--- config.mk ---
export PLATFORM = sky130hd
export DESIGN_NAME = mine_map_gen
export DESIGN_NICKNAME = d
export VERILOG_FILES = /design/src/rtl/mine_map_gen_pkg.sv /design/src/rtl/mine_map_gen_lfsr8.sv /design/src/rtl/mine_map_gen.sv
export SDC_FILE = /design/constraint.sdc
export NUM_CORES = 1
export LEC_CHECK = 0
export ABC_AREA = 1
export BUFFER_PORTS_ARGS = -buffer_cell sky130_fd_sc_hd__buf_2
export CELL_PAD_IN_SITES_DETAIL_PLACEMENT = 1
export CELL_PAD_IN_SITES_GLOBAL_PLACEMENT = 1
export CORE_MARGIN = 4
export CORE_UTILIZATION = 45
export DETAILED_ROUTE_END_ITERATION = 10
export PLACE_DENSITY = 0.91
export SYNTH_ARGS = -nofsm -noshare
export SYNTH_HDL_FRONTEND = slang
export SYNTH_SLANG_ARGS = --single-unit
--- constraint.sdc ---
create_clock -name clk -period 5.98 [get_ports clk]
set_input_delay 0.299 -clock clk [delete_from_list [all_inputs] [get_ports clk]]
set_output_delay 0.299 -clock clk [all_outputs]
set_load 0.01 [all_outputs]
--- src/rtl/mine_map_gen_pkg.sv ---
// Shared map geometry, LFSR polynomial and generator state encoding.
// Imported by the mine map generator and its LFSR.
package mine_map_gen_pkg;

   localparam int MAP_WIDTH  = 8;
   localparam int MAP_HEIGHT = 8;
   localparam int MAP_CELLS  = MAP_WIDTH * MAP_HEIGHT;
   localparam int CNT_W      = 7;

   // Feedback taps for x^8+x^6+x^5+x^4+1 (bits 7,5,4,3 of the shift register)
   localparam logic [7:0] LFSR_TAPS = 8'hB8;

   typedef enum logic [1:0] {
      ST_IDLE  = 2'd0,
      ST_CLEAR = 2'd1,
      ST_PLACE = 2'd2,
      ST_DONE  = 2'd3
   } gen_state_e;

   function automatic logic [7:0] lfsr_next(input logic [7:0] cur);
      return {cur[6:0], ^(cur & LFSR_TAPS)};
   endfunction

endpackage

--- src/rtl/mine_map_gen_lfsr8.sv ---
// Free-running 8-bit Fibonacci LFSR, maximal length (period 255).
// Seed must be non-zero or the register locks at zero.
module lfsr8
   import mine_map_gen_pkg::*;
(
   input  logic       clk,
   input  logic       rst_n,
   input  logic [7:0] seed,
   output logic [7:0] q
);

   logic [7:0] lfsr_q;
   logic [7:0] lfsr_d;

   always_comb begin
      lfsr_d = lfsr_next(lfsr_q);
   end

   always_ff @(posedge clk or negedge rst_n) begin
      if (!rst_n) begin
         lfsr_q <= seed;
      end else begin
         lfsr_q <= lfsr_d;
      end
   end

   assign q = lfsr_q;

endmodule

--- src/rtl/mine_map_gen.sv ---
// Builds the 64-cell mine map on the first click: places MINE_NUM mines at
// LFSR-chosen cells, never on the clicked cell and never twice on one cell.
module mine_map_gen
   import mine_map_gen_pkg::*;
#(
   parameter int         MINE_NUM  = 10,
   parameter logic [7:0] LFSR_SEED = 8'hA5
) (
   input  logic                 clk,
   input  logic                 rst_n,
   input  logic                 start_i,
   input  logic [7:0]           safe_pos_i,
   output logic [MAP_CELLS-1:0] map_o,
   output logic                 busy_o,
   output logic                 map_valid_o
);

   localparam logic [CNT_W-1:0] MINE_CNT = CNT_W'(MINE_NUM);

   gen_state_e           state_q, state_d;
   logic [MAP_CELLS-1:0] map_q, map_d;
   logic [CNT_W-1:0]     cnt_q, cnt_d;
   logic [7:0]           safe_q, safe_d;
   logic                 busy_q, busy_d;
   logic                 valid_q, valid_d;

   logic [7:0] lfsr;
   logic [5:0] cand;
   logic       accept;
   logic       lfsr_unused;

   lfsr8 u_lfsr (
      .clk   (clk),
      .rst_n (rst_n),
      .seed  (LFSR_SEED),
      .q     (lfsr)
   );

   assign cand        = lfsr[5:0];
   assign lfsr_unused = ^lfsr[7:6];

   // A safe position >= 64 never matches a 6-bit candidate, so no cell is protected
   assign accept = ({2'b00, cand} != safe_q) && !map_q[cand];

   always_comb begin
      state_d = state_q;
      map_d   = map_q;
      cnt_d   = cnt_q;
      safe_d  = safe_q;
      case (state_q)
         ST_IDLE, ST_DONE: begin
            if (start_i) begin
               safe_d  = safe_pos_i;
               state_d = ST_CLEAR;
            end
         end
         ST_CLEAR: begin
            map_d   = '0;
            cnt_d   = '0;
            state_d = ST_PLACE;
         end
         ST_PLACE: begin
            if (accept) begin
               map_d[cand] = 1'b1;
               cnt_d       = cnt_q + 1'b1;
               if (cnt_q + 1'b1 == MINE_CNT) begin
                  state_d = ST_DONE;
               end
            end
         end
         default: state_d = ST_IDLE;
      endcase
      busy_d  = (state_d == ST_CLEAR) || (state_d == ST_PLACE);
      valid_d = (state_d == ST_DONE);
   end

   always_ff @(posedge clk or negedge rst_n) begin
      if (!rst_n) begin
         state_q <= ST_IDLE;
         map_q   <= '0;
         cnt_q   <= '0;
         safe_q  <= '0;
         busy_q  <= 1'b0;
         valid_q <= 1'b0;
      end else begin
         state_q <= state_d;
         map_q   <= map_d;
         cnt_q   <= cnt_d;
         safe_q  <= safe_d;
         busy_q  <= busy_d;
         valid_q <= valid_d;
      end
   end

   assign map_o       = map_q;
   assign busy_o      = busy_q;
   assign map_valid_o = valid_q;

endmodule

==> flow_summary.yaml, run 1 <==
synthesis:
  netlist.top_cell.by_area: "dfrtp_1"
  synth_fp_nets: 690
  yosys-top-cells-area: "dfrtp_1 44%, nand2_1 17%, a21oi_1 9.3%"
  syn_inst: 670
  synthMostInstantiatedCell: "nand2_1"
  ys.flop_type: "dfrtp_1"
  ys_top_cells_by_count: "223 x nand2_1, 93 x a21oi_1, 87 x dfrtp_1"
  synth_cell_types: 30
  netlist.area_leader.share: 0.435
  synthesis.area_mm2: 0.00500
  synth-seq-cells: 91
  seq_area_frac_synth: 0.456
  synth_edf_count: 0
  ys_warn_count: 0
  synth_area_per_cell_um2: 7.47
  synthArstFlopShare: 1.00
placement:
  dp.cells: 855
  place.gp.congestion: 0.835
  io_buffer_count: 76
  dp_hpwl_mm: 10.9
drt:
  totalWireLength_mm: 16.2
  wl_per_cell_um: 18.5
  first_pass_iters: 5
  num_vias: 4943
  drt_iter0_drc: 335
  postRouteAntennaNets: 0
  avgViaCountPerCell: 5.67
  route.detailed.drc: 0
run:
  maxCapViolations: 0
outcome:
  status: "finished clean"
floorplan:
  die_x_um: 113
  start_util: 0.462
  fp-row-count: 38
  die_area_mm2: 0.0129
  die_h_um: 113
  io_pins: 77
  core_region_area_mm2: 0.0108
min_path:
  worstHoldPathType: "primary input to flip-flop"
critical_path:
  timing_worst_setup_path_type: "flip-flop to flip-flop"
  cp.arrival_ps: 4190
  start_kind: "flip-flop"
  cp.required_ps: 6230
  worstSetupEndpointType: "flip-flop"
  path_max_fanout: 53
finish:
  drive_above_1_share: 0.152
  instances_no_fill: 872
  area_growth_syn_to_layout_pct: 12.5
  fin_nets: 747
  num_antenna_cells: 0
cts:
  clkSlewWorstSetupHoldPaths_ps: 90
  clk_latency_ps: 370
  clockRootBuffer: "clkbuf_8"
  tritoncts: "built"
  cts_buffers: 9
  clock-sinks: 91
  ctsHtreeMaxLevel: 3
  post_cts_buffers: 0
  clockBufferDepth: 2
timing:
  period_share: 0.659
  fin_skew_ps: 9.86
  period_minus_slack_ps: 3940
  hold_viol: 0
  rsz0062_at_grt: "no"
  fin_setup_tns_ps: 0
  setup_violations: 0
  final_max_slew_viol_count: 0
  fmax_mhz: 254
  max_slew_margin: 0.256
  worstMarginPinSlew_ps: 1110
power:
  p_per_area_mw_per_mm2: 279
  p_leak_nw: 2.93
  vdd_drop_max_mv: 0.216
global_routing:
  grt.overflow.total: 0
  grt_pass1_vias: 5185
  grt_pass1_wl_mm: 26.8
  grt_max_degree: 56
  antenna_found_initial: 0
  grtUsageTotal: 0.261
## layer usage
metal	vias to the layer above	wire length (um)	GRT usage
met5	-	0	0
met4	0	510	0.112
met3	42	845	0.0350
met2	163	7920	0.432
met1	2450	6880	0.346
li1	2288	-	-
## worst paths after layout
kind                               start           to  slack, ps  cells past startpoint
min                        safe_pos_i[3]    safe_q[3]        150                      2
max in group asynchronous          rst_n    safe_q[6]       4440                      3
min reg2reg                  u_lfsr.q[6]  u_lfsr.q[7]        370                      0
max reg2reg                  u_lfsr.q[0]    map_o[45]       2040                     13
max                          u_lfsr.q[0]    map_o[45]       2040                     13
min in group asynchronous          rst_n    map_o[17]        430                      2
## worst max-delay path, cell delays in order, from the launching register on
cell	delay, ps
dfstp_2	1070
inv_2	460
nor2_2	500
nand2_1	110
nand2_1	90
nor2_1	50
nand2_1	60
nand3_1	70
nand2_1	90
nand2_1	120
nand4_4	550
nand2_4	360
nand2_1	160
nand2_1	70
## where the power goes
group / internal, W / leakage [nW] / total, W / switching, W
clock: 0.000217 / 0.101 / 0.000438 / 0.000221
sequential: 0.000672 / 1.22 / 0.000713 / 0.0000412
combinational: 0.000111 / 1.61 / 0.000418 / 0.000307
## state kept, by name (all words and copies together) (netlist names)
register / count
map_o: 64
u_lfsr.q: 8
state_q: 2
cnt_q: 7
map_valid_o: 1
busy_o: 1
safe_q: 8
## cell families after synthesis
group,share of synthesized area
AO/OA/AOI/OAI,0.117
flip-flops,0.456
XOR/XNOR,0.0158
adder cells (fa/ha/maj),0.0225
multiplexers,0.0113
AND/OR/NAND/NOR,0.302
buffers and inverters,0.0755
## area by class of cell
| type | instances | area, um2 |
|---|---|---|
| sequential | 91 | 2280 |
| clock inverter | 2 | 35.0 |
| multi-input combinational | 489 | 2350 |
| clock buffer | 14 | 163 |
| tap | 140 | 175 |
| timing repair buffer | 80 | 415 |
| inverter | 56 | 210 |
| fill | 1441 | 5210 |
## stage by stage
stage / power [W] / cell area [um2] / utilization / setup slack (ps) / hold slack (ps)
2_1_floorplan: 0.00103 / 5000 / - / 3920 / 3.41
6_report: 0.00157 / 5630 / 0.519 / 2040 / 155
3_3_place_gp: 0.00112 / 5420 / 0.500 / 2360 / 297
3_5_place_dp: 0.00114 / 5420 / 0.500 / 2170 / 305
5_1_grt: 0.00166 / 5630 / 0.519 / 1790 / 145
4_1_cts: 0.00158 / 5630 / 0.519 / 2100 / 154
## what timing repair did
action,in CTS,in global routing
hold buffers,1,0
hold endpoints to repair,36,0
gates resized for setup,0,0
## layout by cell type (no fill, tap or decap)
master,instances
clkinv_1,1
inv_2,3
nand2_1,222
nand2_4,2
dfstp_2,4
a21oi_1,93
a21boi_0,1
nand2_2,1
a211oi_1,1
xnor2_1,3
bufinv_16,1
o22ai_1,1
ha_1,9
o2111ai_1,1
clkbuf_1,3
clkbuf_8,11
dlygate4sd3_1,1
buf_4,4
a21boi_1,5
nor2_1,37
nor3_1,3
nand3_1,64
clkinv_2,1
dfrtp_1,87
nor2_2,3
nand4_4,1
nand3b_1,1
inv_1,52
o21bai_1,2
xor2_1,6
o21ai_0,7
mux2_2,5
and2_1,1
buf_2,75
nand4_1,20
(Power assumes the default switching activity.)
==> run 2, diff against run 1 <==
--- a/config.mk
+++ b/config.mk
@@ -5,14 +5,14 @@
 export SDC_FILE = /design/constraint.sdc
 export NUM_CORES = 1
 export LEC_CHECK = 0
-export ABC_AREA = 1
+export ABC_AREA = 0
 export BUFFER_PORTS_ARGS = -buffer_cell sky130_fd_sc_hd__buf_2
 export CELL_PAD_IN_SITES_DETAIL_PLACEMENT = 1
 export CELL_PAD_IN_SITES_GLOBAL_PLACEMENT = 1
 export CORE_MARGIN = 4
 export CORE_UTILIZATION = 45
 export DETAILED_ROUTE_END_ITERATION = 10
-export PLACE_DENSITY = 0.91
+export PLACE_DENSITY = 0.85
 export SYNTH_ARGS = -nofsm -noshare
 export SYNTH_HDL_FRONTEND = slang
 export SYNTH_SLANG_ARGS = --single-unit
==> constraint.sdc (replaced) <==
create_clock -name clk -period 3.9 [get_ports clk]
set_input_delay 0.195 -clock clk [delete_from_list [all_inputs] [get_ports clk]]
set_output_delay 0.195 -clock clk [all_outputs]
set_load 0.01 [all_outputs]
==> run 2 against run 1 <==
Compared with the run above: critical path depth shrank 5; count of clock-buffer cells in the layout is the same; largest power group unchanged; non-clock buffer count grew 8; critical endpoint is now map_o[29].
==> flow_summary.yaml, run 2 <==
synthesis:
  synth_fp_nets: 384
  ys_top_cells_by_count: "87 x dfrtp_1, 64 x a32o_1, 17 x nand2_1"
  seq_area_frac_synth: 0.511
  ys_warn_count: 0
  synth_cell_types: 53
  synthesis.area_mm2: 0.00446
  synth_edf_count: 0
  netlist.area_leader.share: 0.488
  netlist.top_cell.by_area: "dfrtp_1"
  synthArstFlopShare: 1.00
  ys.flop_type: "dfrtp_1"
  synth_area_per_cell_um2: 12.3
  synth-seq-cells: 91
  synthMostInstantiatedCell: "dfrtp_1"
  yosys-top-cells-area: "dfrtp_1 49%, a32o_1 14%, mux2_2 3.5%"
  syn_inst: 364
cts:
  clock-sinks: 91
  hold_buffers: 1
  clkSlewWorstSetupHoldPaths_ps: 90
  post_cts_buffers: 0
  cts_buffers: 9
  clk_latency_ps: 380
  clockBufferDepth: 2
  clockRootBuffer: "clkbuf_8"
  cts_resized: 0
  ctsHtreeMaxLevel: 3
  tritoncts: "built"
min_path:
  holdPathEnd: "safe_q[1]"
  min_path_cells: 2
  hold_start: "safe_pos_i[1]"
  worstHoldPathType: "primary input to flip-flop"
timing:
  period_share: 0.822
  period_minus_slack_ps: 3210
  final_max_slew_viol_count: 0
  rsz0062_at_grt: "no"
  setup_violations: 0
  fin_setup_tns_ps: 0
  fin_skew_ps: 13.6
  hold_viol: 0
  worstMarginPinSlew_ps: 1040
  fmax_mhz: 312
  max_slew_margin: 0.304
finish:
  num-fill-cells: 1086
  num_antenna_cells: 0
  fin_nets: 449
  instances_no_fill: 567
  final_common_cell: "dfrtp_1"
  largest_reg_flops: 64
  area_growth_syn_to_layout_pct: 13.5
  drive_above_1_share: 0.300
  final_cell_mix: "87 x dfrtp_1, 75 x buf_2, 64 x a32o_1"
power:
  p_int_w: 0.00147
  p_seq_frac: 0.500
  switching_power_w: 0.000770
  power.share.switching: 0.343
  p_leak_nw: 2.39
  p_per_area_mw_per_mm2: 442
  comb_power_share: 0.246
  clkPwrFrac: 0.255
  vdd_drop_max_mv: 0.197
drt:
  met3_length_um: 666
  maxUsedRoutingLayer: "met4"
  route.detailed.drc: 0
  avgViaCountPerCell: 6.30
  routedLengthMet1_mm: 5.53
  totalWireLength_mm: 13.2
  met2_length_mm: 6.65
  wl_per_cell_um: 23.2
  num_vias: 3572
  drt_iter0_drc: 291
  first_pass_iters: 5
  postRouteAntennaNets: 0
global_routing:
  grt_max_degree: 64
  grt_pass1_vias: 3760
  antenna_found_initial: 0
  grt.overflow.total: 0
  grt_pass1_wl_mm: 21.4
  grtUsageTotal: 0.241
floorplan:
  die_x_um: 108
  core_region_area_mm2: 0.00973
  die_h_um: 108
  fp-row-count: 36
  io_pins: 77
  die_area_mm2: 0.0116
  start_util: 0.459
critical_path:
  reg2reg_from: "u_lfsr.q[2]"
  path_max_fanout: 42
  worstSetupEndpointType: "flip-flop"
  r2r-end: "map_o[29]"
  start_kind: "flip-flop"
  r2r_cells: 8
  timing_worst_setup_path_type: "flip-flop to flip-flop"
  cp.required_ps: 4210
  rrSetupSlack_ps: 690
  cp-startpoint: "u_lfsr.q[2]"
  cp.arrival_ps: 3520
run:
  maxCapViolations: 0
outcome:
  status: "finished clean"
placement:
  dp.cells: 550
  io_buffer_count: 76
  dp_hpwl_mm: 8.87
  place.gp.congestion: 0.809
run 2: cell families after synthesis:
logic type / after synthesis / synth area share
AO/OA/AOI/OAI: 107 / 0.213
flip-flops: 91 / 0.511
AND/OR/NAND/NOR: 71 / 0.0849
buffers and inverters: 43 / 0.0530
multiplexers: 34 / 0.0950
XOR/XNOR: 9 / 0.0177
adder cells (fa/ha/maj): 9 / 0.0252
run 2: metrics by stage:
step                       util  total power (W)  area (um2)  setup slack [ps]  hold WS (ps)
final                     0.521          0.00224        5070               693          41.5
after CTS                 0.521          0.00225        5070               709          40.8
after detailed placement  0.504          0.00169        4900               726           347
after floorplan               -          0.00154        4460              1470          -101
after global placement    0.504          0.00164        4900               895           331
after global routing      0.521          0.00237        5070               537          40.8
run 2: per-layer routing:
layer  global-route usage  up-vias
met5                    0        -
met4               0.0965        0
met3               0.0444       21
met2                0.394      109
met1                0.316     1881
li1                     -     1561
run 2: power groups by stage:
stage,clock (W),combinational (W),sequential (W)
2_1_floorplan,0,0.000419,0.00112
3_3_place_gp,0,0.000516,0.00113
3_5_place_dp,0,0.000549,0.00114
4_1_cts,0.000580,0.000554,0.00112
5_1_grt,0.000619,0.000612,0.00113
6_report,0.000571,0.000551,0.00112
run 2: how the worst max path moves through the flow:
stage	end	slack [ps]
after floorplan	cnt_q[3]	1470
final	map_o[29]	690
after global placement	map_o[19]	900
after CTS	map_o[29]	710
after detailed placement	map_o[28]	730
after global routing	map_o[28]	540
run 2: worst max-delay path, cell delays in order (launching register included):
cell,delay [ps]
dfstp_2,860
buf_4,320
mux2i_1,220
o21ai_0,120
a221oi_1,450
o211ai_2,230
nor3_4,230
buf_4,440
a32o_1,270
run 2: layout make-up:
class	instances	area, um2	share of cell area
Multi-Input combinational cell	230	1950	0.386
Tap cell	133	166	0.0328
Clock inverter	2	12.5	0.00247
Sequential cell	91	2280	0.450
Inverter	9	33.8	0.00667
Timing Repair Buffer	88	475	0.0938
Clock buffer	14	143	0.0281
